[config.mk]
export PLATFORM = sky130hd
export DESIGN_NAME = dac_wavegen
export DESIGN_NICKNAME = d
export VERILOG_FILES = /design/src/rtl/dac_wavegen_pkg.sv /design/src/rtl/dac_wavegen_spi_tx.sv /design/src/rtl/dac_wavegen.sv
export SDC_FILE = /design/constraint.sdc
export NUM_CORES = 1
export LEC_CHECK = 0
export ABC_CLOCK_PERIOD_IN_PS = 6500
export BUFFER_PORTS_ARGS = -buffer_cell sky130_fd_sc_hd__buf_2
export CAP_MARGIN = 20
export CORE_ASPECT_RATIO = 1.75
export CORE_MARGIN = 2
export CORE_UTILIZATION = 60
export CTS_BUF_LIST = sky130_fd_sc_hd__clkbuf_8
export DETAILED_ROUTE_END_ITERATION = 12
export GPL_ROUTABILITY_DRIVEN = 0
export PLACE_DENSITY = 0.77
export SYNTH_ARGS = -nofsm -noshare
export SYNTH_HDL_FRONTEND = slang
export SYNTH_SLANG_ARGS = --single-unit
export TNS_END_PERCENT = 1
[constraint.sdc]
create_clock -name clk_i -period 6.5 [get_ports clk_i]
set_input_delay 1.3 -clock clk_i [delete_from_list [all_inputs] [get_ports clk_i]]
set_output_delay 1.3 -clock clk_i [all_outputs]
set_load 0.02 [all_outputs]
[src/rtl/dac_wavegen_pkg.sv]
// Shared definitions for the dac_wavegen DDS generator: frame layout, mode codes, FSM states.
// SINE_LUT_EN adds the quarter-wave sine generator used by mode 3.
package dac_wavegen_pkg;

    localparam int FRAME_W = 32;
    localparam logic [3:0] CMD_WRITE_UPDATE = 4'b0011;

    typedef enum logic [1:0] {
        MODE_OFF    = 2'd0,
        MODE_SQUARE = 2'd1,
        MODE_SAW    = 2'd2,
        MODE_TRI    = 2'd3
    } mode_t;

    typedef enum logic [2:0] {
        ST_CLEAR,
        ST_IDLE,
        ST_LOAD,
        ST_ROM,
        ST_SHIFT,
        ST_GAP
    } state_t;

    function automatic int clogb2(input int value);
        return (value > 2) ? $clog2(value) : 1;
    endfunction

`ifdef SINE_LUT_EN
    // First quarter of a sine of amplitude 2^(size-1)-1 via the cubic (3x - x^3)/2 fit.
    function automatic logic [15:0] sineQuarter(input int idx, input int size);
        longint n, amp, x, v;
        n   = longint'(1) << (size - 2);
        amp = (longint'(1) << (size - 1)) - 1;
        x   = longint'(idx);
        v   = (amp * x * (3 * n * n - x * x)) / (2 * n * n * n);
        return 16'(v);
    endfunction
`endif

endpackage

[src/rtl/dac_wavegen_spi_tx.sv]
// Serialises one 32-bit DAC frame MSB first: chip select, SCK divider and shift register.
module dac_wavegen_spi_tx
    import dac_wavegen_pkg::*;
#(
    parameter int DIV = 4
) (
    input  logic               clk_i,
    input  logic               rst_ni,
    input  logic               start_i,
    input  logic [FRAME_W-1:0] frame_i,
    output logic               busy_o,
    output logic               done_o,
    output logic               mosi_o,
    output logic               sck_o,
    output logic               cs_o
);

    localparam int DIV_W = clogb2(DIV);
    localparam int BIT_W = clogb2(FRAME_W);

    logic [FRAME_W-1:0] shift_q;
    logic [BIT_W-1:0]   bitCnt_q;
    logic [DIV_W-1:0]   divCnt_q;
    logic               busy_q;
    logic               done_q;
    logic               sck_q;
    logic               cs_q;

    // Each bit spends DIV clocks with SCK low (data settling) and DIV clocks high.
    always_ff @(posedge clk_i or negedge rst_ni) begin
        if (!rst_ni) begin
            shift_q  <= '0;
            bitCnt_q <= '0;
            divCnt_q <= '0;
            busy_q   <= 1'b0;
            done_q   <= 1'b0;
            sck_q    <= 1'b0;
            cs_q     <= 1'b1;
        end else begin
            done_q <= 1'b0;
            if (!busy_q) begin
                if (start_i) begin
                    shift_q  <= frame_i;
                    bitCnt_q <= '0;
                    divCnt_q <= '0;
                    busy_q   <= 1'b1;
                    sck_q    <= 1'b0;
                    cs_q     <= 1'b0;
                end
            end else if (divCnt_q == DIV_W'(DIV - 1)) begin
                divCnt_q <= '0;
                if (!sck_q) begin
                    sck_q <= 1'b1;
                end else begin
                    sck_q <= 1'b0;
                    if (bitCnt_q == BIT_W'(FRAME_W - 1)) begin
                        shift_q <= '0;
                        busy_q  <= 1'b0;
                        done_q  <= 1'b1;
                        cs_q    <= 1'b1;
                    end else begin
                        shift_q  <= {shift_q[FRAME_W-2:0], 1'b0};
                        bitCnt_q <= bitCnt_q + 1'b1;
                    end
                end
            end else begin
                divCnt_q <= divCnt_q + 1'b1;
            end
        end
    end

    assign mosi_o = shift_q[FRAME_W-1];
    assign sck_o  = sck_q;
    assign cs_o   = cs_q;
    assign busy_o = busy_q;
    assign done_o = done_q;

endmodule

[src/rtl/dac_wavegen.sv]
// Multi-channel DDS generator streaming round-robin write-and-update frames to a serial quad DAC.
// Define SINE_LUT_EN to turn mode 3 into a quarter-wave sine (one extra ROM cycle per frame).
module dac_wavegen
    import dac_wavegen_pkg::*;
#(
    parameter int DIV     = 4,
    parameter int SIZE    = 12,
    parameter int NCH     = 4,
    parameter int PHASE_W = 16,
    parameter int CLR_CYC = 8
) (
    input  logic               clk_i,
    input  logic               rst_ni,
    input  logic               run_i,
    input  logic               cfg_we_i,
    input  logic [3:0]         cfg_ch_i,
    input  logic [1:0]         cfg_mode_i,
    input  logic [PHASE_W-1:0] cfg_inc_i,
    output logic               spi_mosi_o,
    output logic               spi_sck_o,
    output logic               dac_cs_o,
    output logic               dac_clr_o,
    output logic               busy_o,
    output logic               sweep_done_o
);

    localparam int CH_W     = clogb2(NCH);
    localparam int CLR_W    = clogb2(CLR_CYC);
    localparam int GAP_LAST = 2 * DIV - 1;
    localparam int GAP_W    = clogb2(2 * DIV);

    state_t             state_q;
    logic [CH_W-1:0]    ch_q;
    logic [CLR_W-1:0]   clrCnt_q;
    logic [GAP_W-1:0]   gapCnt_q;
    logic               dacClr_q;
    logic               sweepDone_q;
    logic               start_q;
    logic [FRAME_W-1:0] frame_q;

    mode_t              mode_q   [NCH];
    mode_t              mode_d   [NCH];
    mode_t              shMode_q [NCH];
    mode_t              shMode_d [NCH];
    logic [PHASE_W-1:0] inc_q    [NCH];
    logic [PHASE_W-1:0] inc_d    [NCH];
    logic [PHASE_W-1:0] shInc_q  [NCH];
    logic [PHASE_W-1:0] shInc_d  [NCH];
    logic [PHASE_W-1:0] phase_q  [NCH];
    logic [PHASE_W-1:0] phase_d  [NCH];
    logic [NCH-1:0]     pend_q;
    logic [NCH-1:0]     pend_d;
    logic [NCH-1:0]     wrHit;

    logic               sweepEnd;
    logic               applyNow;
    logic               txDone;
    mode_t              selMode;
    logic [SIZE-1:0]    p;
    logic [SIZE-1:0]    waveTri;
    logic [SIZE-1:0]    shaped;
    logic [15:0]        sample16;
    logic [FRAME_W-1:0] nextFrame;

    assign sweepEnd = (state_q == ST_GAP) && (gapCnt_q == GAP_W'(GAP_LAST))
                      && (ch_q == CH_W'(NCH - 1));
    assign applyNow = (state_q == ST_IDLE) || sweepEnd;

    // Shadowed writes land at sweep boundaries; a mode change restarts the phase before the sweep step.
    always_comb begin
        mode_d   = mode_q;
        shMode_d = shMode_q;
        inc_d    = inc_q;
        shInc_d  = shInc_q;
        phase_d  = phase_q;
        pend_d   = pend_q;
        wrHit    = '0;
        for (int i = 0; i < NCH; i++) begin
            wrHit[i] = cfg_we_i && (cfg_ch_i == 4'(i));
            if (applyNow) begin
                if (wrHit[i]) begin
                    mode_d[i] = mode_t'(cfg_mode_i);
                    inc_d[i]  = cfg_inc_i;
                end else if (pend_q[i]) begin
                    mode_d[i] = shMode_q[i];
                    inc_d[i]  = shInc_q[i];
                end
                pend_d[i] = 1'b0;
                if (mode_d[i] != mode_q[i]) begin
                    phase_d[i] = '0;
                end
                if (sweepEnd) begin
                    phase_d[i] = phase_d[i] + inc_d[i];
                end
            end else if (wrHit[i]) begin
                shMode_d[i] = mode_t'(cfg_mode_i);
                shInc_d[i]  = cfg_inc_i;
                pend_d[i]   = 1'b1;
            end
        end
    end

    always_ff @(posedge clk_i or negedge rst_ni) begin
        if (!rst_ni) begin
            for (int i = 0; i < NCH; i++) begin
                mode_q[i]   <= MODE_OFF;
                shMode_q[i] <= MODE_OFF;
                inc_q[i]    <= '0;
                shInc_q[i]  <= '0;
                phase_q[i]  <= '0;
            end
            pend_q <= '0;
        end else begin
            mode_q   <= mode_d;
            shMode_q <= shMode_d;
            inc_q    <= inc_d;
            shInc_q  <= shInc_d;
            phase_q  <= phase_d;
            pend_q   <= pend_d;
        end
    end

    assign selMode = mode_q[ch_q];
    assign p       = phase_q[ch_q][PHASE_W-1 -: SIZE];

`ifdef SINE_LUT_EN
    logic [SIZE-1:0] romMag_q;
    logic [SIZE-3:0] romIdx;

    // Quadrants 1 and 3 read the quarter table mirrored; the top bit picks the half below midscale.
    assign romIdx  = p[SIZE-2] ? ~p[SIZE-3:0] : p[SIZE-3:0];
    assign waveTri = p[SIZE-1] ? (SIZE'(1) << (SIZE - 1)) - romMag_q
                               : (SIZE'(1) << (SIZE - 1)) + romMag_q;
`else
    assign waveTri = p[SIZE-1] ? ~{p[SIZE-2:0], 1'b0} : {p[SIZE-2:0], 1'b0};
`endif

    always_comb begin
        shaped = '0;
        case (selMode)
            MODE_SQUARE: shaped = {SIZE{p[SIZE-1]}};
            MODE_SAW:    shaped = p;
            MODE_TRI:    shaped = waveTri;
            default:     shaped = '0;
        endcase
    end

    assign sample16  = 16'(shaped) << (16 - SIZE);
    assign nextFrame = {8'h00, CMD_WRITE_UPDATE, 4'(ch_q), sample16};

    // Sequencer: the frame is captured in LOAD, channels advance after each GAP.
    always_ff @(posedge clk_i or negedge rst_ni) begin
        if (!rst_ni) begin
            state_q     <= ST_CLEAR;
            ch_q        <= '0;
            clrCnt_q    <= '0;
            gapCnt_q    <= '0;
            dacClr_q    <= 1'b0;
            sweepDone_q <= 1'b0;
            start_q     <= 1'b0;
            frame_q     <= '0;
`ifdef SINE_LUT_EN
            romMag_q    <= '0;
`endif
        end else begin
            start_q     <= 1'b0;
            sweepDone_q <= 1'b0;
            case (state_q)
                ST_CLEAR: begin
                    if (clrCnt_q == CLR_W'(CLR_CYC - 1)) begin
                        dacClr_q <= 1'b1;
                        state_q  <= ST_IDLE;
                    end else begin
                        clrCnt_q <= clrCnt_q + 1'b1;
                    end
                end
                ST_IDLE: begin
                    if (run_i) begin
                        ch_q    <= '0;
                        state_q <= ST_LOAD;
                    end
                end
                ST_LOAD: begin
`ifdef SINE_LUT_EN
                    romMag_q <= SIZE'(sineQuarter(int'(romIdx), SIZE));
                    state_q  <= ST_ROM;
`else
                    frame_q <= nextFrame;
                    start_q <= 1'b1;
                    state_q <= ST_SHIFT;
`endif
                end
`ifdef SINE_LUT_EN
                ST_ROM: begin
                    frame_q <= nextFrame;
                    start_q <= 1'b1;
                    state_q <= ST_SHIFT;
                end
`endif
                ST_SHIFT: begin
                    if (txDone) begin
                        gapCnt_q <= '0;
                        state_q  <= ST_GAP;
                    end
                end
                ST_GAP: begin
                    if (gapCnt_q == GAP_W'(GAP_LAST)) begin
                        gapCnt_q <= '0;
                        if (ch_q == CH_W'(NCH - 1)) begin
                            sweepDone_q <= 1'b1;
                            ch_q        <= '0;
                            state_q     <= run_i ? ST_LOAD : ST_IDLE;
                        end else begin
                            ch_q    <= ch_q + 1'b1;
                            state_q <= ST_LOAD;
                        end
                    end else begin
                        gapCnt_q <= gapCnt_q + 1'b1;
                    end
                end
                default: state_q <= ST_IDLE;
            endcase
        end
    end

    dac_wavegen_spi_tx #(
        .DIV(DIV)
    ) u_tx (
        .clk_i  (clk_i),
        .rst_ni (rst_ni),
        .start_i(start_q),
        .frame_i(frame_q),
        .busy_o (busy_o),
        .done_o (txDone),
        .mosi_o (spi_mosi_o),
        .sck_o  (spi_sck_o),
        .cs_o   (dac_cs_o)
    );

    assign dac_clr_o    = dacClr_q;
    assign sweep_done_o = sweepDone_q;

endmodule

Word level (Yosys, flattened, before mapping)
Cells that the tools add are included.

Input bits: 26. Output and inout bits: 6. Bits in registers: 284. Word-level logic and storage cells: 209.

Bitwise operators: 4. Add/subtract/negate cells: 9. Magnitude comparators: 1. Reductions and logical operators: 29. Multiplexer cells: 100. Equal/unequal tests: 27.

Operator list (number): 16-bit 2-to-1 mux (26); 32-bit 2-to-1 mux (5); 16-bit adder (4); 2-bit 2-to-1 mux (22); 12-bit case mux with 3 select lines (1); 16-bit binary-select mux with 2-bit select (1); 1-bit 2-to-1 mux (29); 5-bit 2-to-1 mux (5); 3-bit 2-to-1 mux (6); 2-bit AND reduction (8); 3-bit case mux with 5 select lines (1); 2-bit nonzero test (7); 3-bit == test (second input constant) (4); 12-bit 2-to-1 mux (1); 2-bit != test (second input constant) (6); 12-bit inverter (1); 4-bit AND reduction (3); 2-bit == test (second input constant) (4); 4-bit by 2-bit == test with 1-bit output (second input constant) (2); 2-bit != test (4); 3-bit by 1-bit adder with 3-bit output (second input constant) (2); 1-bit logical AND (6); 3-bit case mux with 2 select lines (1); 3-bit AND reduction (2); other kinds (16) (19).

Depth between registers and ports, before layout
Gate-level depths: netlist (run 1).

Depth after elaboration: 10. Gate-level depth with buffers: 15. Gate-level depth less buffers: 14.

Modules after synthesis
A second synthesis (run 1) with hierarchy kept.

Cells, all modules: 1664. Area, all modules: 16293.1 um2.

By module, submodules not included: dac_wavegen (area an instance 14365.0 um2, seq. area each 6030.8 um2, instances 1, cells an instance 1502); dac_wavegen_spi_tx (area an instance 1928.1 um2, seq. area each 1077.3 um2, instances 1, cells an instance 162).

Worst setup path before layout (run 1)
Ideal clock, no wire load.

Path kind: input -> register. Start: in cfg_ch_i[1]. End: reg phase_q[62] (netlist name). Path buffers: 1. Path slack: 2168 ps. Setup time: 135 ps. Data arrival time: 4198 ps. Cell stages on the path: 14. Data required time: 6365 ps. Path through: nor3_2 and2_1 mux2_2 buf_2 and2_1 ha_1 fa_1 a211o_1 o211ai_1 a21oi_1 a211o_1 a31oi_1 xor2_1 o21ai_0.

Longest elaborated chain between the ends: 9. Elaborated cells on any way between the ends: 11. Classes of those cells: add/sub (1); eq/ne (1); mux (7); reduce/logical (2).

RTL lines: start, declared (RTL line dac_wavegen.sv:16) `input logic [3:0] cfg_ch_i,`; 4-bit logical NOT * (RTL line dac_wavegen.sv:79) `wrHit[i] = cfg_we_i && (cfg_ch_i == 4'(i));`; 1-bit logical AND * (RTL line dac_wavegen.sv:79); 2-bit 2-to-1 mux (RTL line dac_wavegen.sv:81) `if (wrHit[i]) begin`; 2-bit 2-to-1 mux (RTL line dac_wavegen.sv:80) `if (applyNow) begin`; 2-bit != test (RTL line dac_wavegen.sv:89) `if (mode_d[i] != mode_q[i]) begin`; 16-bit 2-to-1 mux (RTL line dac_wavegen.sv:89); 16-bit 2-to-1 mux (RTL line dac_wavegen.sv:80); 16-bit adder (RTL line dac_wavegen.sv:93) `phase_d[i] = phase_d[i] + inc_d[i];`; 16-bit 2-to-1 mux * (RTL line dac_wavegen.sv:92) `if (sweepEnd) begin`; end signal, assigned (RTL line dac_wavegen.sv:118) `phase_q <= phase_d;`; end, declared (RTL line dac_wavegen.sv:49) `logic [PHASE_W-1:0] phase_q [NCH];`.

Mark *: on every way between the ends. The rest lies on a longest branch, timed or not. The select of a mux whose other input is x is not followed. A chain may end at the register's enable or synchronous reset.

Worst setup path after layout (run 1)
Start: in cfg_ch_i[3]. End: reg phase_q[15] (netlist name).

Longest elaborated chain between the ends: 9. Elaborated cells on any way between the ends: 11. Classes of those cells: add/sub (1); eq/ne (2); mux (7); reduce/logical (1).

RTL lines (RTL line): 4-bit by 2-bit == test with 1-bit output * (dac_wavegen.sv:79); 1-bit logical AND * (dac_wavegen.sv:79); 2-bit 2-to-1 mux (dac_wavegen.sv:81); 2-bit 2-to-1 mux (dac_wavegen.sv:80); 2-bit != test (dac_wavegen.sv:89); 16-bit 2-to-1 mux (dac_wavegen.sv:89); 16-bit 2-to-1 mux (dac_wavegen.sv:80); 16-bit adder (dac_wavegen.sv:93); 16-bit 2-to-1 mux * (dac_wavegen.sv:92).

Marks and branches as above.

==> summary.txt, run 1 <==
Post-synth top flop - dfrtp_1
clock power share - 0.188
die extent in y - 222 µm
Final Hold Viols - 0
port bufs - 31
hpwl dp - 29200 µm
vias per inst - 6.07
crit path DAT - 5140 ps
vias in the first global route - 12500
Cells after Synth - 1726
main combinational cell family by area after synthesis - simple AND/OR/NAND/NOR gates
critical path data required time - 7000 ps
Synth Area per Inst - 9.43 µm²
Synth top area share - 0.429
cts repair resizes - 0
Max-Cap Viols - 0
Clk Latency, worst-skew pair - 590 ps
pin count of the biggest net entering global routing - 146
Post-Route Setup TNS - 0 ps
CTS Buf Count - 43
CTS H-Tree Depth - 2
CTS Root Cell - clkbuf_8
CP Max Fanout - 16
power density over the cells - 446 nW/µm²
Initial Util - 0.610
slowest CP cell - mux2i_1
layout cells sized above 1 - 0.137
status - finished, final reports clean
utilization after layout - 0.655
Adder-Cell Fraction of Synth Area - 0.0572
yosys warns - 0
post-synthesis mux area share - 0.119
first-pass GRT wire length - 65400 µm
EDFF count, synth - 0
number of nets with antenna violations after routing - 0
synth unique cells - 72
CTS Hold Bufs - 0
GRT overflow - 0
slowest stage delay, CP - 660 ps
part of the power in registers - 0.369
Int Power - 4.54 mW
Critical Path End Type - flip-flop
fin. max-slew vios - 0
max_slew headroom - 0.233
RSZ-0062 raised after global routing - no
initial DRC count - 734
Vias - 12700
slew at the pin with the worst max-slew slack - 1140 ps
Synth area leader - dfrtp_1
routed len/inst - 19.8 µm
CTS tree - built
total length of routed wires - 41200 µm
# rows - 79
Pleak - 8.15 nW
Cell Chain, Critical Path - buf_2, nor2_1, and4_1, mux2i_1, buf_4, and2_1, ha_1, a21o_1, a21oi_2, o211ai_2, a31oi_1, o21a_1, mux2_2, nor3_2
Clock Skew - 26.2 ps
Global Route Usage Sum - 0.294
Net Sw Power - 3.25 mW
Yosys reg bits - 280
Async S/R FF share, synth - 1.00
xor and xnor area share after synthesis - 0.0382
post-route DRC violation count - 0
clock sinks - 280
Worst Setup Path Type - in -> reg
crit share post-route - 0.714
initial antenna violation count - 1
clock buffer depth - 3
sw frac - 0.417
Synth area leaders - dfrtp_1 (43%), nand2_1 (8.7%), ha_1 (5.2%), mux2_2 (4.8%), o21ai_0 (4.8%)
mapped cell area - 16300 µm²
clock-pin slew on the worst setup and hold paths - 70 ps
Post-Synth Simple-Gate Area - 0.171
area of the core - 26700 µm²
IO Count - 32
Synth Area in Compound Gates - 0.153
area grow syn2layout - 7.30%
worst min path class - reg -> reg
fin nets - 1825
sequential share of the synthesized area - 0.430
fmax - 216 MHz
Die X - 129 µm
Setup Fix Bufs, Post-CTS - 0
1st-pass router iterations - 5
Worst setup SP type - input pin
Max rail drop VDD - 0.000308 V
Comb power frac - 0.443
min Tclk post-route - 4640 ps
Mapped Nets - 1824
final setup violation count - 0
Die Area - 28500 µm²
cell usage in the layout (no fill, tap or decap), types with 5 or more instances in the layout:
master	instances
o211ai_1	7
xor2_1	33
mux4_2	14
buf_2	30
nand2b_1	14
a211oi_1	6
nor2b_1	30
a31oi_1	5
buf_4	16
nand4_1	7
clkbuf_8	55
a22oi_1	7
mux2i_1	64
nor3b_1	6
nand2_1	377
inv_1	34
o22ai_1	9
mux2_2	69
a22o_1	21
nand3_1	13
a21oi_1	90
clkinv_2	5
a21o_1	25
or2_1	5
dfrtp_1	279
xnor2_1	38
nor2_1	77
o21ai_1	20
o21bai_1	7
ha_1	68
o31ai_1	7
mux2_4	10
and2_1	61
or3_1	7
o21a_1	11
o21ai_0	155
cells by family (layout without fill, tap and decap cells):
| kind of cell | Yosys count | in the layout |
|---|---|---|
| AND/OR/NAND/NOR | 624 | 624 |
| buffers and inverters | 114 | 147 |
| multiplexers | 161 | 161 |
| AO/OA/AOI/OAI | 404 | 404 |
| flip-flops | 280 | 280 |
| adder cells (fa/ha/maj) | 72 | 72 |
| XOR/XNOR | 71 | 71 |
| other | 0 | 1 |
cell usage after synthesis, drive strengths merged (21+ instances only):
library cell	number
nand2	379
nor2	79
dfrtp	279
xor2	33
mux2i	67
ha	68
nor2b	31
xnor2	38
o21ai	176
buf	48
clkbuf	45
mux2	80
a21oi	95
and2	61
a22o	21
a21o	25
inv	21
per-stage QoR:
step                hold slack, ps  power, mW  setup slack, ps  area [µm²]  instances
finish                         464       7.78             1860       17500       2084
global route                   493       8.31             1640       17500       2084
CTS                            471       7.78             1910       17500       2082
detailed placement             452       6.30             1310       16600       2005
global placement               443       6.15             1420       16600       2005
floorplan                      426       5.37             2170       16300       1726
power groups by stage:
stage / registers, mW / logic [mW] / clock network (mW)
CTS: 2.86 / 3.43 / 1.49
floorplan: 2.66 / 2.71 / 0
global placement: 2.85 / 3.30 / 0
finish: 2.87 / 3.45 / 1.46
global route: 2.94 / 3.81 / 1.56
detailed placement: 2.88 / 3.41 / 0
flip-flops by register name, summed over array words and instances, names as in the netlist, 3 cells and up:
| name | flops |
|---|---|
| u_tx.shift_q | 28 |
| frame_q | 15 |
| clrCnt_q | 3 |
| shMode_q | 8 |
| gapCnt_q | 3 |
| shInc_q | 64 |
| u_tx.bitCnt_q | 5 |
| phase_q | 64 |
| mode_q | 8 |
| inc_q | 64 |
| pend_q | 4 |
| state_q | 3 |
critical path: cells and delay by family:
family                   cells  cell delay, ps
AND/OR/NAND/NOR              4            1050
AO/OA/AOI/OAI                5            1090
multiplexers                 2            1010
adder cells (fa/ha/maj)      1             260
buffers and inverters        2             430
final timing paths:
check / startpoint / to / slack, ps / cells after the start
max: cfg_ch_i[3] / phase_q[15] / 1860 / 14
max in group asynchronous: rst_ni / shMode_q[3] / 4540 / 2
min in group asynchronous: rst_ni / sweep_done_o / 660 / 1
max reg2reg: pend_q[0] / phase_q[62] / 2250 / 12
min reg2reg: dac_clr_o / dac_clr_o / 460 / 2
min: dac_clr_o / dac_clr_o / 460 / 2
layer usage:
layer / routed length, µm / up-vias / track usage
met5: 0 / - / 0
met4: 3070 / 0 / 0.194
met3: 1870 / 127 / 0.0386
met2: 20700 / 369 / 0.507
met1: 15600 / 6155 / 0.337
li1: - / 6008 / -
final cells by class:
class / count / area [µm²]
diodes: 1 / 2.50
clock buffers: 55 / 757
clock inverters: 22 / 100
fillers: 2160 / 9220
inverters: 21 / 81.3
multi-input cells: 1332 / 8800
flip-flops and latches: 280 / 7010
well taps: 324 / 405
repair buffers: 49 / 320
Note: power is estimated with default switching activity, not from simulation.
==> run 2: changes to the inputs <==
ABC_AREA = 1   (was default)
ABC_CLOCK_PERIOD_IN_PS = 4400   (was 6500)
clock period = 4.4 ns   (was 6.5 ns; I/O delays follow)
==> summary.txt, run 2 <==
status - finished, final reports clean (unchanged)
port bufs - 31 (unchanged)
GRT overflow - 0 (unchanged)
layout cells sized above 1 - 0.0647 (was 0.137)
hpwl dp - 37500 µm (was 29200 µm)
min Tclk post-route - 3690 ps
power density over the cells - 604 nW/µm² (was 446 nW/µm²)
xor and xnor area share after synthesis - 0.00460 (was 0.0382)
Async S/R FF share, synth - 1.00 (unchanged)
Max rail drop VDD - 0.000456 V (was 0.000308 V)
pre-CTS setup slack - 217 ps (was 1310 ps)
critical path data required time - 4890 ps (was 7000 ps)
fmax - 271 MHz
crit share post-route - 0.838
final setup violation count - 0 (unchanged)
slowest stage delay, CP - 500 ps (was 660 ps)
Global Route Usage Sum - 0.346 (was 0.294)
routed len/inst - 17.9 µm (was 19.8 µm)
CP Max Fanout - 13 (was 16)
Initial Util - 0.610 (about the same)
post-route DRC violation count - 0 (unchanged)
Adder-Cell Fraction of Synth Area - 0.0543 (was 0.0572)
part of the power in registers - 0.344 (was 0.369)
GRT Max-Usage Layer - met2 (unchanged)
Synth top area share - 0.408 (was 0.429)
Int Power - 6.24 mW (was 4.54 mW)
Worst setup SP type - input pin (unchanged)
sw frac - 0.444 (was 0.417)
met1 Use GR - 0.377 (was 0.337)
fillers - 2526 (was 2160)
Pleak - 9.83 nW (was 8.15 nW)
vias in the first global route - 16000 (was 12500)
initial DRC count - 1352 (was 734)
M3 GR Usage - 0.0505 (was 0.0386)
Final Hold Viols - 0 (unchanged)
Synth area leader - dfrtp_1 (unchanged)
Setup Fix Bufs, Post-CTS - 0 (unchanged)
Synth Area per Inst - 7.05 µm² (was 9.43 µm²)
CTS Root Cell - clkbuf_8 (unchanged)
fin. max-slew vios - 0 (unchanged)
clock power share - 0.213 (was 0.188)
Worst Setup Path Type - in -> reg (unchanged)
# rows - 81 (was 79)
Cell Chain, Critical Path - buf_2, nor2_2, nand3_1, inv_1, nand2_1, nand3_1, nand2_2, nand2_1, nor2_1, ha_1, fa_1, nand2_1, inv_1, a21oi_1, o21ai_0, nand2_1, nand3_1, nand2_1, inv_1, nand2_1, nand2_1 (was buf_2, nor2_1, and4_1, mux2i_1, buf_4, and2_1, ha_1, a21o_1, a21oi_2, o211ai_2, a31oi_1, o21a_1, mux2_2, nor3_2)
Most Frequent Cell on Critical Path - nand2_1
most frequent cells in the layout - nand2_1 (777), inv_1 (331), dfrtp_1 (279) (was nand2_1 (377), dfrtp_1 (279), o21ai_0 (155))
clock-pin slew on the worst setup and hold paths - 70 ps (about the same)
clock buffer depth - 3 (unchanged)
Clk Latency, worst-skew pair - 620 ps (was 590 ps)
Commonest cells post-synth - nand2_1 (777), inv_1 (317), dfrtp_1 (279) (was nand2_1 (378), dfrtp_1 (279), o21ai_0 (155))
worst min path class - in -> async (was reg -> reg)
number of nets with antenna violations after routing - 0 (unchanged)
crit path DAT - 4180 ps (was 5140 ps)
Critical Path End Type - flip-flop (unchanged)
Vias - 16500 (was 12700)
most frequent cell after synthesis - nand2_1 (unchanged)
sequential share of the synthesized area - 0.409 (was 0.430)
vias per inst - 5.81 (was 6.07)
main combinational cell family by area after synthesis - simple AND/OR/NAND/NOR gates (unchanged)
Yosys reg bits - 280 (unchanged)
Synth Area in Compound Gates - 0.158 (was 0.153)
Regs by FF count - inc_q (64), phase_q (64), shInc_q (64) (unchanged)
Net Sw Power - 4.97 mW (was 3.25 mW)
CTS Buf Count - 43 (unchanged)
clock sinks - 280 (unchanged)
CTS Hold Bufs - 0 (unchanged)
Clock Skew - 41.5 ps (was 26.2 ps)
slowest CP cell - nor2_2 (was mux2i_1)
synth unique cells - 45 (was 72)
post-synthesis mux area share - 0.00190 (was 0.119)
total length of routed wires - 51000 µm (was 41200 µm)
Diodes inserted - 0 (was 1)
leading cell type in the layout, fill and taps excluded - nand2_1 (unchanged)
Post-Synth Simple-Gate Area - 0.275 (was 0.171)
Die X - 132 µm (was 129 µm)
fin nets - 2540 (was 1825)
area of the core - 28100 µm² (was 26700 µm²)
die extent in y - 228 µm (was 222 µm)
area grow syn2layout - 8.40% (was 7.30%)
final setup margin - 715 ps (was 1860 ps)
Cells after Synth - 2430 (was 1726)
Max-Cap Viols - 0 (unchanged)
Mapped Nets - 2528 (was 1824)
Synth area leaders - dfrtp_1 (41%), nand2_1 (17%), o21ai_0 (8.1%), inv_1 (6.9%), nand3_1 (5.2%) (was dfrtp_1 (43%), nand2_1 (8.7%), ha_1 (5.2%), mux2_2 (4.8%), o21ai_0 (4.8%))
pin count of the biggest net entering global routing - 121 (was 146)
1st-pass router iterations - 5 (unchanged)
Comb power frac - 0.443 (about the same)
RSZ-0062 raised after global routing - no (unchanged)
CTS tree - built (unchanged)
max_slew headroom - 0.330 (was 0.233)
slew at the pin with the worst max-slew slack - 1000 ps (was 1140 ps)
Die Area - 30000 µm² (was 28500 µm²)
Post-Route Setup TNS - 0 ps (unchanged)
CTS H-Tree Depth - 2 (unchanged)
first-pass GRT wire length - 81500 µm (was 65400 µm)
mapped cell area - 17100 µm² (was 16300 µm²)
GR met2 Demand/Resource - 0.599 (was 0.507)
cts repair resizes - 0 (unchanged)
initial antenna violation count - 0 (was 1)
Post-synth top flop - dfrtp_1 (unchanged)
EDFF count, synth - 0 (unchanged)
yosys warns - 0 (unchanged)
IO Count - 32 (unchanged)
-- run 2: cell types whose count changed in the layout (fill, tap and decap cells not counted), moves of 22 or more --
cell	before	now
inv_1	34	331
mux2i_1	64	1
o21ai_0	155	277
buf_4	16	38
and2_1	61	5
nand2_1	377	777
nand3_1	13	179
a21o_1	25	2
nor2_1	77	132
xor2_1	33	6
nor2b_1	30	0
o211ai_1	7	72
xnor2_1	38	3
mux2_2	69	2
-- run 2: logic make-up after synthesis --
family          count (synthesis)
fa+ha+maj                      72
simple gates                 1152
compound gates                488
flops                         280
mux                             3
buf+inv                       426
xor+xnor                        9
-- run 2: area by class of cell --
class                           instances  area (µm²)  area share
Inverter                              322        1210      0.0651
Sequential cell                       280        7010       0.377
Clock buffer                           50         688      0.0371
Multi-Input combinational cell       1724        8470       0.456
Timing Repair Buffer                   71         490      0.0264
Tap cell                              373         467      0.0251
Clock inverter                         27         231      0.0125
-- run 2: path summary, 6_finish.rpt --
path	depth (start not counted)	to	start	slack (ps)
min in group clk_i	1	dac_clr_o	dac_clr_o	470
min	1	dac_clr_o	rst_ni	380
max reg2reg	18	phase_q[12]	pend_q[3]	1200
max	21	phase_q[38]	cfg_ch_i[3]	710
min reg2reg	1	dac_clr_o	dac_clr_o	470
max in group asynchronous	2	phase_q[26]	rst_ni	3020
-- run 2: metal layers --
metal,up-vias,wire length [µm]
met3,226,3240
met5,-,0
met4,0,4650
li1,7893,-
met1,7743,18300
met2,677,24800
-- run 2: power groups by stage --
stage | Sequential (mW) | Clock [mW] | Combinational (mW)
floorplan | 3.77 | 0 | 3.49
global placement | 3.85 | 0 | 4.77
detailed placement | 3.89 | 0 | 4.88
CTS | 3.85 | 2.41 | 4.91
global route | 3.95 | 2.52 | 5.54
finish | 3.86 | 2.39 | 4.96
-- run 2: per-stage QoR --
stage                util  hold WS (ps)  cells  total power [mW]  area [µm²]
floorplan               -           440   2430              7.26       17100
global placement    0.629           454   2770              8.62       17600
detailed placement  0.629           458   2770              8.77       17600
CTS                 0.661           412   2847              11.2       18600
global route        0.661           416   2847              12.0       18600
finish              0.661           381   2847              11.2       18600
-- run 2: critical path, delay by kind of cell --
| kind | cells | cell delay (ps) |
|---|---|---|
| AND/OR/NAND/NOR | 13 | 1900 |
| buffers and inverters | 4 | 380 |
| AO/OA/AOI/OAI | 2 | 330 |
| adder cells (fa/ha/maj) | 2 | 680 |
